$ cat src/rtl/np2_pkg.sv
// Shared helpers for the algorithmic memory wrappers: log2, power-of-two test,
// and the geometry legality check applied at elaboration.
package np2_pkg;

  function automatic int clog2(input int v);
    int r;
    r = 0;
    while ((64'd1 << r) < 64'(v)) r++;
    return r;
  endfunction

  function automatic bit is_pow2(input int v);
    return (v > 0) && ((v & (v - 1)) == 0);
  endfunction

  // Geometry must tile exactly and every width must match the counts it carries.
  function automatic bit np2_params_ok(input int numaddr, input int bitaddr,
                                       input int numvbnk, input int bitvbnk,
                                       input int numvrow, input int bitvrow);
    return (numvbnk >= 1) && (numvrow >= 1) &&
           (numvbnk * numvrow == numaddr) &&
           (bitaddr >= clog2(numaddr)) &&
           (bitvbnk == clog2(numvbnk)) &&
           (bitvrow == clog2(numvrow));
  endfunction

endpackage

$ cat src/rtl/np2_divmod.sv
// Combinational quotient/remainder by a constant divisor; power-of-two
// divisors reduce to shifting and masking.
module np2_divmod
  import np2_pkg::*;
#(
  parameter int W   = 4,
  parameter int DIV = 3,
  parameter int QW  = 2,
  parameter int RW  = 2
) (
  input  logic [W-1:0]  i_num,
  output logic [QW-1:0] o_quo,
  output logic [RW-1:0] o_rem
);

  localparam int LOG = clog2(DIV);

  logic [W-1:0] w_quo_full;
  logic [W-1:0] w_rem_full;

  generate
    if (is_pow2(DIV)) begin : g_pow2
      localparam logic [W-1:0] MASK = W'((64'd1 << LOG) - 64'd1);
      assign w_quo_full = i_num >> LOG;
      assign w_rem_full = i_num & MASK;
    end else begin : g_const
      localparam logic [W-1:0] DIV_W = W'(DIV);
      assign w_quo_full = i_num / DIV_W;
      assign w_rem_full = i_num % DIV_W;
    end
  endgenerate

  assign o_quo = w_quo_full[QW-1:0];
  assign o_rem = w_rem_full[RW-1:0];

endmodule

$ cat src/rtl/np2_addr_split.sv
// Registered virtual-address splitter: bank = vaddr mod NUMVBNK,
// row = vaddr div NUMVBNK, with out-of-range detection and one cycle of latency.
module np2_addr_split
  import np2_pkg::*;
#(
  parameter int NUMADDR = 16,
  parameter int BITADDR = 4,
  parameter int NUMVBNK = 4,
  parameter int BITVBNK = 2,
  parameter int NUMVROW = 4,
  parameter int BITVROW = 2
) (
  input  logic                                   clk,
  input  logic                                   rst,
  input  logic                                   vld,
  input  logic [BITADDR-1:0]                     vaddr,
  output logic                                   vld_out,
  output logic [((BITVBNK > 0) ? BITVBNK : 1)-1:0] vbadr,
  output logic [((BITVROW > 0) ? BITVROW : 1)-1:0] vradr,
  output logic                                   addr_err
);

  localparam int VBW = (BITVBNK > 0) ? BITVBNK : 1;
  localparam int VRW = (BITVROW > 0) ? BITVROW : 1;
  localparam logic [BITADDR:0] NUMADDR_EXT = (BITADDR + 1)'(NUMADDR);

  generate
    if (!np2_params_ok(NUMADDR, BITADDR, NUMVBNK, BITVBNK, NUMVROW, BITVROW)) begin : g_bad_params
      $fatal(1, "np2_addr_split: illegal geometry NUMADDR=%0d NUMVBNK=%0d NUMVROW=%0d",
             NUMADDR, NUMVBNK, NUMVROW);
    end
  endgenerate

  logic [VRW-1:0] w_quo;
  logic [VBW-1:0] w_rem;
  logic [VRW-1:0] w_row;
  logic           w_oob;

  np2_divmod #(
    .W  (BITADDR),
    .DIV(NUMVBNK),
    .QW (VRW),
    .RW (VBW)
  ) u_divmod (
    .i_num(vaddr),
    .o_quo(w_quo),
    .o_rem(w_rem)
  );

  // One extra bit so NUMADDR == 2**BITADDR compares correctly.
  assign w_oob = ({1'b0, vaddr} >= NUMADDR_EXT);
  assign w_row = (NUMVROW == 1) ? {VRW{1'b0}} : w_quo;

  logic           r_vld_out;
  logic           r_addr_err;
  logic [VBW-1:0] r_vbadr;
  logic [VRW-1:0] r_vradr;

  always_ff @(posedge clk) begin
    if (rst) begin
      r_vld_out  <= 1'b0;
      r_addr_err <= 1'b0;
      r_vbadr    <= {VBW{1'b0}};
      r_vradr    <= {VRW{1'b0}};
    end else begin
      r_vld_out  <= vld;
      r_addr_err <= vld & w_oob;
      if (vld && w_oob) begin
        r_vbadr <= {VBW{1'b0}};
        r_vradr <= {VRW{1'b0}};
      end else begin
        r_vbadr <= w_rem;
        r_vradr <= w_row;
      end
    end
  end

  assign vld_out  = r_vld_out;
  assign addr_err = r_addr_err;
  assign vbadr    = r_vbadr;
  assign vradr    = r_vradr;

endmodule

$ cat config.mk
export PLATFORM = sky130hd
export DESIGN_NAME = np2_addr_split
export DESIGN_NICKNAME = d
export VERILOG_FILES = /design/src/rtl/np2_pkg.sv /design/src/rtl/np2_divmod.sv /design/src/rtl/np2_addr_split.sv
export SDC_FILE = /design/constraint.sdc
export NUM_CORES = 1
export LEC_CHECK = 0
export CORE_AREA = 2 2 39 41
export DETAILED_ROUTE_END_ITERATION = 6
export DIE_AREA = 0 0 41 43
export SLEW_MARGIN = 20
export SYNTH_ARGS = -nofsm -noshare
export SYNTH_HDL_FRONTEND = slang
export SYNTH_HIERARCHICAL = 1
export SYNTH_SLANG_ARGS = --single-unit
export TNS_END_PERCENT = 30
$ cat constraint.sdc
create_clock -name clk -period 0.8 [get_ports clk]
set_input_delay 0.2 -clock clk [delete_from_list [all_inputs] [get_ports clk]]
set_output_delay 0.2 -clock clk [all_outputs]
set_load 0.1 [all_outputs]
==> impl_table.tex, run 1 <==
\begin{tabular}{lr}
\hline
Metric & Value \\
\hline
\multicolumn{2}{l}{\textbf{Floorplanning}} \\
Die Footprint & 1763 sq um \\
Standard-cell row count & 14 \\
Die W & $\sim$40 microns \\
Ports & 13 \\
Starting Density & 12.48\% \\
Placeable core area & about 1400 sq um \\
Die Span Y & around 43 microns \\
\multicolumn{2}{l}{\textbf{Pwr}} \\
Worst vdd rail ir drop & $\sim$330 uV \\
Switching share of total power & 30.19\% \\
Switch Pwr & 0.0002310 W \\
P\_leak & about 0.14 nW \\
Power density over the cells & 2184 nW/um\^{}2 \\
Int Pwr & roughly 0.00053 W \\
Clock power share & between 30\% and 40\% \\
Combinational group share of total power & about 28\% \\
Part of the total power dissipated in sequential elements & 35.9\% \\
\multicolumn{2}{l}{\textbf{Clocking}} \\
Clock Tree Buf Depth & 2 \\
Clock root buffer & clkbuf\_4 \\
Clock tree from TritonCTS & done \\
Number of sinks on the clock net & 5 \\
H-tree level count & 1 \\
Inserted Clock Buffers & 3 \\
Clock Pin Slew Worst Setup and Hold Paths & about 40 ps \\
\multicolumn{2}{l}{\textbf{Timing}} \\
Min cycle time layout & between 900 and 1000 ps \\
Fin. max-slew vios & 0 \\
Final worst-path cycle share & 117.1\% \\
Final hold violation count & 0 \\
Final critical-path setup slack & -136.5 ps \\
Number of setup violations in the final report & 5 \\
Hold WS & approximately 520 ps \\
Maximum achievable frequency & 1068 MHz \\
Setup repair after global routing missed its margin & yes \\
Sum of negative setup slack & -670.2 ps \\
\multicolumn{2}{l}{\textbf{Global route}} \\
Number of antenna violations at the first check in global routing & 0 \\
Gr usage total & between 3 and 4\% \\
Remaining Overflow, GRT & 0 \\
First-pass GRT wire length & 351 microns \\
Vias in the first global route & about 120 \\
Largest net degree at the start of global routing & 6 \\
\multicolumn{2}{l}{\textbf{Yosys}} \\
Share of flip-flops with an asynchronous set or reset & 0\% \\
Area share of the largest cell type after synthesis & between 50\% and 60\% \\
Total number of yosys warnings & 6 \\
Sequential area share after synthesis & 57.97\% \\
Post-synthesis instance total & 16 \\
Post-synth top cells & 5 x buf\_4, 5 x dfxtp\_1, 5 x nor2b\_1 \\
Syn Nets & 23 \\
Cell taking the most area after synthesis & dfxtp\_1 \\
Count of distinct cell types in the synthesized netlist & 4 \\
Predominant post-synthesis flop cell & dfxtp\_1 \\
Synth Register Bits & 5 \\
Synth top area cells & dfxtp\_1 58\%, buf\_4 22\%, nor2b\_1 18\%, conb\_1 2.2\% \\
Number of synthesized flops with an enable pin & 0 \\
Netlist Area Pre-Place & 172.7 sq um \\
Syn avg cell area & 10.79 sq um \\
\multicolumn{2}{l}{\textbf{Setup path}} \\
Cell chain of the critical path & buf\_12 \\
Buffers \& Inverters on Critical Path & 1 \\
Slowest cell on the critical path & dfxtp\_4 \\
Critical path endpoint category & primary output \\
Kind of cell adding the most delay to the critical path & flip-flops \\
CP Launch Type & flip-flop \\
Kind of critical path & reg2out \\
WP data required & about 600 ps \\
Largest incremental delay on the critical path & about 340 ps \\
Worst Path Arrival & approximately 740 ps \\
Critical Path Fanout Max & 1 \\
\multicolumn{2}{l}{\textbf{Route}} \\
Post-DRT Antenna Nets & 0 \\
Via density & roughly 2.7 \\
Residual DRC & 0 \\
Total length of routed wires & 240 microns \\
DRC violation total after the first TritonRoute iteration & 0 \\
Pre-Repair DR Iteration Count & 1 \\
Wire per inst & $\sim$5.7 microns \\
Vias & 113 \\
\multicolumn{2}{l}{\textbf{Finish}} \\
Final net count & 34 \\
Area delta synth->final & 102.9\% \\
Antenna Cells & 0 \\
Number of cells in the finished layout apart from fillers & between 40 and 50 \\
Number of filler instances in the final layout & about 140 \\
Post-Layout Inst Area & about 350 sq um \\
Layout cells sized above 1 & 50.00\% \\
\multicolumn{2}{l}{\textbf{Placement}} \\
Placed Instances & 38 \\
Post-place setup slack & -135.4 ps \\
Placement Cell Area & $\sim$320 sq um \\
Count of port buffers added during placement & 11 \\
Global placer's final weighted congestion & between 0.5 and 0.6 \\
\multicolumn{2}{l}{\textbf{Run status}} \\
Outcome & finished, violations left \\
Violated checks & setup timing \\
\multicolumn{2}{l}{\textbf{Worst hold path}} \\
Tightest Hold Check Type & in2reg \\
\multicolumn{2}{l}{\textbf{Job}} \\
Count of max-cap constraint violations & 0 \\
\hline
\end{tabular}
layer usage:
metal | up-vias | GRT usage, % | share of wire (%)
met3 | 0 | 0.5236 | 13
li1 | 60 | - | -
met4 | 0 | 10.00 | 0
met1 | 45 | 1.282 | 29
met2 | 8 | 5.313 | 58
met5 | - | 0 | 0
flip-flops by register name (all words and copies together), names as in the netlist:
| signal | count |
|---|---|
| vbadr | 2 |
| vradr | 2 |
| vld_out | 1 |
power by group through the flow:
stage                     Sequential (W)  Clock, W  Combinational, W
after floorplan                 0.000371         0         0.0000455
after detailed placement        0.000280         0          0.000213
after global routing            0.000275  0.000299          0.000218
after CTS                       0.000275  0.000290          0.000213
final                           0.000275  0.000279          0.000212
after global placement          0.000279         0          0.000212
cell usage in the layout, fill, tap and decap left out:
cell type / Yosys / layout
dfxtp_4: 0 / 1
conb_1: 1 / 1
clkbuf_1: 0 / 1
clkbuf_4: 0 / 3
clkdlybuf4s50_1: 0 / 6
nor2b_1: 5 / 5
dfxtp_2: 0 / 4
buf_12: 0 / 5
final timing paths:
check,startpoint,to,cells past startpoint
max,vbadr[0],vbadr[0],1
min,vaddr[0],vbadr[0],2
cell families after synthesis:
group / count (synthesis) / share of synthesized area, %
buffers and inverters: 5 / 21.74
flip-flops: 5 / 57.97
AND/OR/NAND/NOR: 5 / 18.12
other: 1 / 2.172
metrics by stage:
step	util, %	total power (W)
2_1_floorplan	-	0.0004165
3_3_place_gp	23.42	0.0004910
3_5_place_dp	23.42	0.0004927
4_1_cts	25.32	0.0007781
5_1_grt	25.32	0.0007924
6_report	25.32	0.0007652
repair_timing:
action                                  in CTS  in global routing
gates resized for setup                      0                  0
buffers inserted                             0                  0
endpoints found under the setup margin       5                  5
hold buffers                                 0                  0
cell type report:
type                            count  area [sq um]  area share, %
Sequential cell                     5         108.9          31.07
Timing Repair Buffer               11         160.2          45.71
Clock buffer                        4         26.28          7.500
Multi-Input combinational cell      6         35.03          10.00
Tap cell                           16         20.02          5.714
Note: power is estimated with default switching activity, not from simulation.
==> run 2, diff against run 1 <==
--- a/config.mk
+++ b/config.mk
@@ -5,9 +5,12 @@
 export SDC_FILE = /design/constraint.sdc
 export NUM_CORES = 1
 export LEC_CHECK = 0
+export ABC_AREA = 1
 export CORE_AREA = 2 2 39 41
 export DETAILED_ROUTE_END_ITERATION = 6
 export DIE_AREA = 0 0 41 43
+export DONT_BUFFER_PORTS = 1
+export SKIP_CTS_REPAIR_TIMING = 1
 export SLEW_MARGIN = 20
 export SYNTH_ARGS = -nofsm -noshare
 export SYNTH_HDL_FRONTEND = slang
==> run 2 against run 1 <==
Compared with the run above:
- the run still ends with setup timing left
- synthesized cell count increased by 31%
- critical path depth decreased by 1
- die area unchanged
- largest power group is now sequential cells
- worst setup slack got worse by 19 ps
- global-route usage increased by 0.41 points
- hold slack got worse by 490 ps
- design area decreased by 21%
- core utilization decreased by 5.3 points
- clock-buffer cell count unchanged
- via count decreased by 2.7%
- synthesized area increased by 3.6%
==> impl_table.tex, run 2 <==
\begin{tabular}{lr}
\hline
Metric & Value \\
\hline
\multicolumn{2}{l}{\textbf{Run status}} \\
Outcome & finished, violations left \\
Violated checks & setup timing \\
\multicolumn{2}{l}{\textbf{Clocking}} \\
Clock Tree Buf Depth & 2 \\
Clock Pin Slew Worst Setup and Hold Paths & about 40 ps \\
Clock tree from TritonCTS & done \\
Clock root buffer & clkbuf\_4 \\
H-tree level count & 1 \\
Inserted Clock Buffers & 3 \\
Number of sinks on the clock net & 5 \\
\multicolumn{2}{l}{\textbf{Yosys}} \\
Area share of the largest cell type after synthesis & between 50\% and 60\% \\
Sequential area share after synthesis & a little under three fifths \\
Synth Register Bits & 5 \\
Syn avg cell area & around 8.5 sq um \\
Total number of yosys warnings & 6 \\
Post-synth top cells & 5 x buf\_4, 5 x dfxtp\_1, 5 x inv\_1, 5 x nor2\_1, 1 x conb\_1 \\
Post-synthesis instance total & 21 \\
Synth top area cells & dfxtp\_1 56\%, buf\_4 21\%, inv\_1 10\%, nor2\_1 10\%, conb\_1 2.1\% \\
Share of flip-flops with an asynchronous set or reset & 0\% \\
Syn Nets & 28 \\
Netlist Area Pre-Place & 178.9 sq um \\
Number of synthesized flops with an enable pin & 0 \\
Count of distinct cell types in the synthesized netlist & 5 \\
Cell taking the most area after synthesis & dfxtp\_1 \\
Predominant post-synthesis flop cell & dfxtp\_1 \\
\multicolumn{2}{l}{\textbf{Finish}} \\
Final net count & 32 \\
Number of cells in the finished layout apart from fillers & 40 \\
Area delta synth->final & 54.54\% \\
Most used cells in the layout excluding fill and tap cells & 5 x inv\_1, 5 x nor2\_1, 4 x buf\_12, 4 x dfxtp\_2, 3 x clkbuf\_4 \\
Final core utilization & between 10\% and 20\% \\
Antenna Cells & 0 \\
Layout cells sized above 1 & around 50\% \\
\multicolumn{2}{l}{\textbf{Timing}} \\
Setup repair after global routing missed its margin & yes \\
Number of setup violations in the final report & 5 \\
Min cycle time layout & between 900 and 1000 ps \\
Final critical-path setup slack & -155.4 ps \\
Final worst-path cycle share & 119.4\% \\
Fin. max-slew vios & 0 \\
Final hold violation count & 0 \\
Hold WS & $\sim$22 ps \\
Maximum achievable frequency & about 1000 MHz \\
\multicolumn{2}{l}{\textbf{Placement}} \\
Count of port buffers added during placement & 0 \\
Global placer's final weighted congestion & around 0.48 \\
Placed Instances & 36 \\
\multicolumn{2}{l}{\textbf{Route}} \\
Total length of routed wires & between 200 and 300 microns \\
Post-DRT Antenna Nets & 0 \\
Via density & roughly 2.8 \\
Pre-Repair DR Iteration Count & 1 \\
Wire per inst & roughly 6.6 microns \\
Vias & 110 \\
DRC violation total after the first TritonRoute iteration & 0 \\
Residual DRC & 0 \\
\multicolumn{2}{l}{\textbf{Worst hold path}} \\
Endpoint of the worst hold-timing path & vradr[0] \\
Tightest Hold Check Type & in2reg \\
Hold path start & rst \\
Worst Hold Depth & 1 \\
\multicolumn{2}{l}{\textbf{Floorplanning}} \\
Placeable core area & 1384 sq um \\
Standard-cell row count & 14 \\
Die Footprint & $\sim$1800 sq um \\
Die W & around 41 microns \\
Ports & 13 \\
Die Span Y & 43 microns \\
Starting Density & between 10\% and 20\% \\
\multicolumn{2}{l}{\textbf{Setup path}} \\
CP Launch Type & flip-flop \\
Critical path endpoint category & primary output \\
Critical path depth & 0 \\
Worst Path Arrival & $\sim$760 ps \\
Critical Path Fanout Max & 1 \\
WP data required & roughly 600 ps \\
Kind of critical path & reg2out \\
\multicolumn{2}{l}{\textbf{Pwr}} \\
P\_leak & about 0.13 nW \\
Power density over the cells & 2632 nW/um\^{}2 \\
Worst vdd rail ir drop & about 330 uV \\
\multicolumn{2}{l}{\textbf{Global route}} \\
First-pass GRT wire length & $\sim$340 microns \\
Gr usage total & under 10\% \\
Remaining Overflow, GRT & 0 \\
Number of antenna violations at the first check in global routing & 0 \\
Vias in the first global route & about 110 \\
Largest net degree at the start of global routing & 6 \\
\multicolumn{2}{l}{\textbf{Job}} \\
Count of max-cap constraint violations & 0 \\
\hline
\end{tabular}
-- run 2: cell types whose count changed in the layout (fill, tap and decap cells not counted), sizes merged --
cell / before / now
nor2b: 5 / 0
nor2: 0 / 5
clkdlybuf4s50: 6 / 0
buf: 5 / 4
inv: 0 / 5
-- run 2: how the worst max path moves through the flow --
stage          startpoint        to  slack, ps
2_1_floorplan    vbadr[1]  vbadr[1]        -30
5_1_grt          vbadr[0]  vbadr[0]       -170
3_3_place_gp     vbadr[0]  vbadr[0]         90
3_5_place_dp     vbadr[0]  vbadr[0]         90
6_report         vbadr[0]  vbadr[0]       -160
4_1_cts          vbadr[0]  vbadr[0]       -170
-- run 2: logic make-up after synthesis --
logic type             share of synthesized area (%)
buffers and inverters                          31.47
DFF                                            55.95
and+or+nand+nor                                10.49
other                                          2.096
-- run 2: power by group --
| group | total, W | switching, W | internal, W |
|---|---|---|---|
| clock | 0.000281 | 0.0000934 | 0.000188 |
| combinational | 0.000153 | 0.000108 | 0.0000453 |
| sequential | 0.000294 | 0.0000285 | 0.000265 |
| total | 0.000728 | 0.000229 | 0.000498 |
-- run 2: final cells by class --
cell class | instances | area (sq um)
fillers | 149 | 1107
flip-flops and latches | 5 | 108.9
repair buffers | 4 | 80.08
clock buffers | 4 | 26.28
multi-input cells | 6 | 22.52
well taps | 16 | 20.02
inverters | 5 | 18.77
-- run 2: metal layers --
layer  global-route usage (%)  wire length (microns)
met5                        0                      0
met1                    1.286                     54
met4                    14.00                     14
met3                    1.047                     42
met2                    4.375                    152
-- run 2: through the flow --
stage	power (W)	cell area (sq um)	setup TNS [ps]	setup WS [ps]
after detailed placement	0.0004516	250.2	0	91.88
after floorplan	0.0004182	187.7	-103.1	-25.78
after CTS	0.0007411	276.5	-742.8	-165.2
final	0.0007277	276.5	-691.0	-155.4
after global routing	0.0007544	276.5	-778.5	-170.2
after global placement	0.0004509	250.2	0	92.02
==> run 3, diff against run 2 <==
--- a/config.mk
+++ b/config.mk
@@ -11,7 +11,6 @@
 export DIE_AREA = 0 0 41 43
 export DONT_BUFFER_PORTS = 1
 export SKIP_CTS_REPAIR_TIMING = 1
-export SLEW_MARGIN = 20
 export SYNTH_ARGS = -nofsm -noshare
 export SYNTH_HDL_FRONTEND = slang
 export SYNTH_HIERARCHICAL = 1
==> results of run 3 <==
Same layout as run 2: the final DEF is identical, and so are final timing and power.
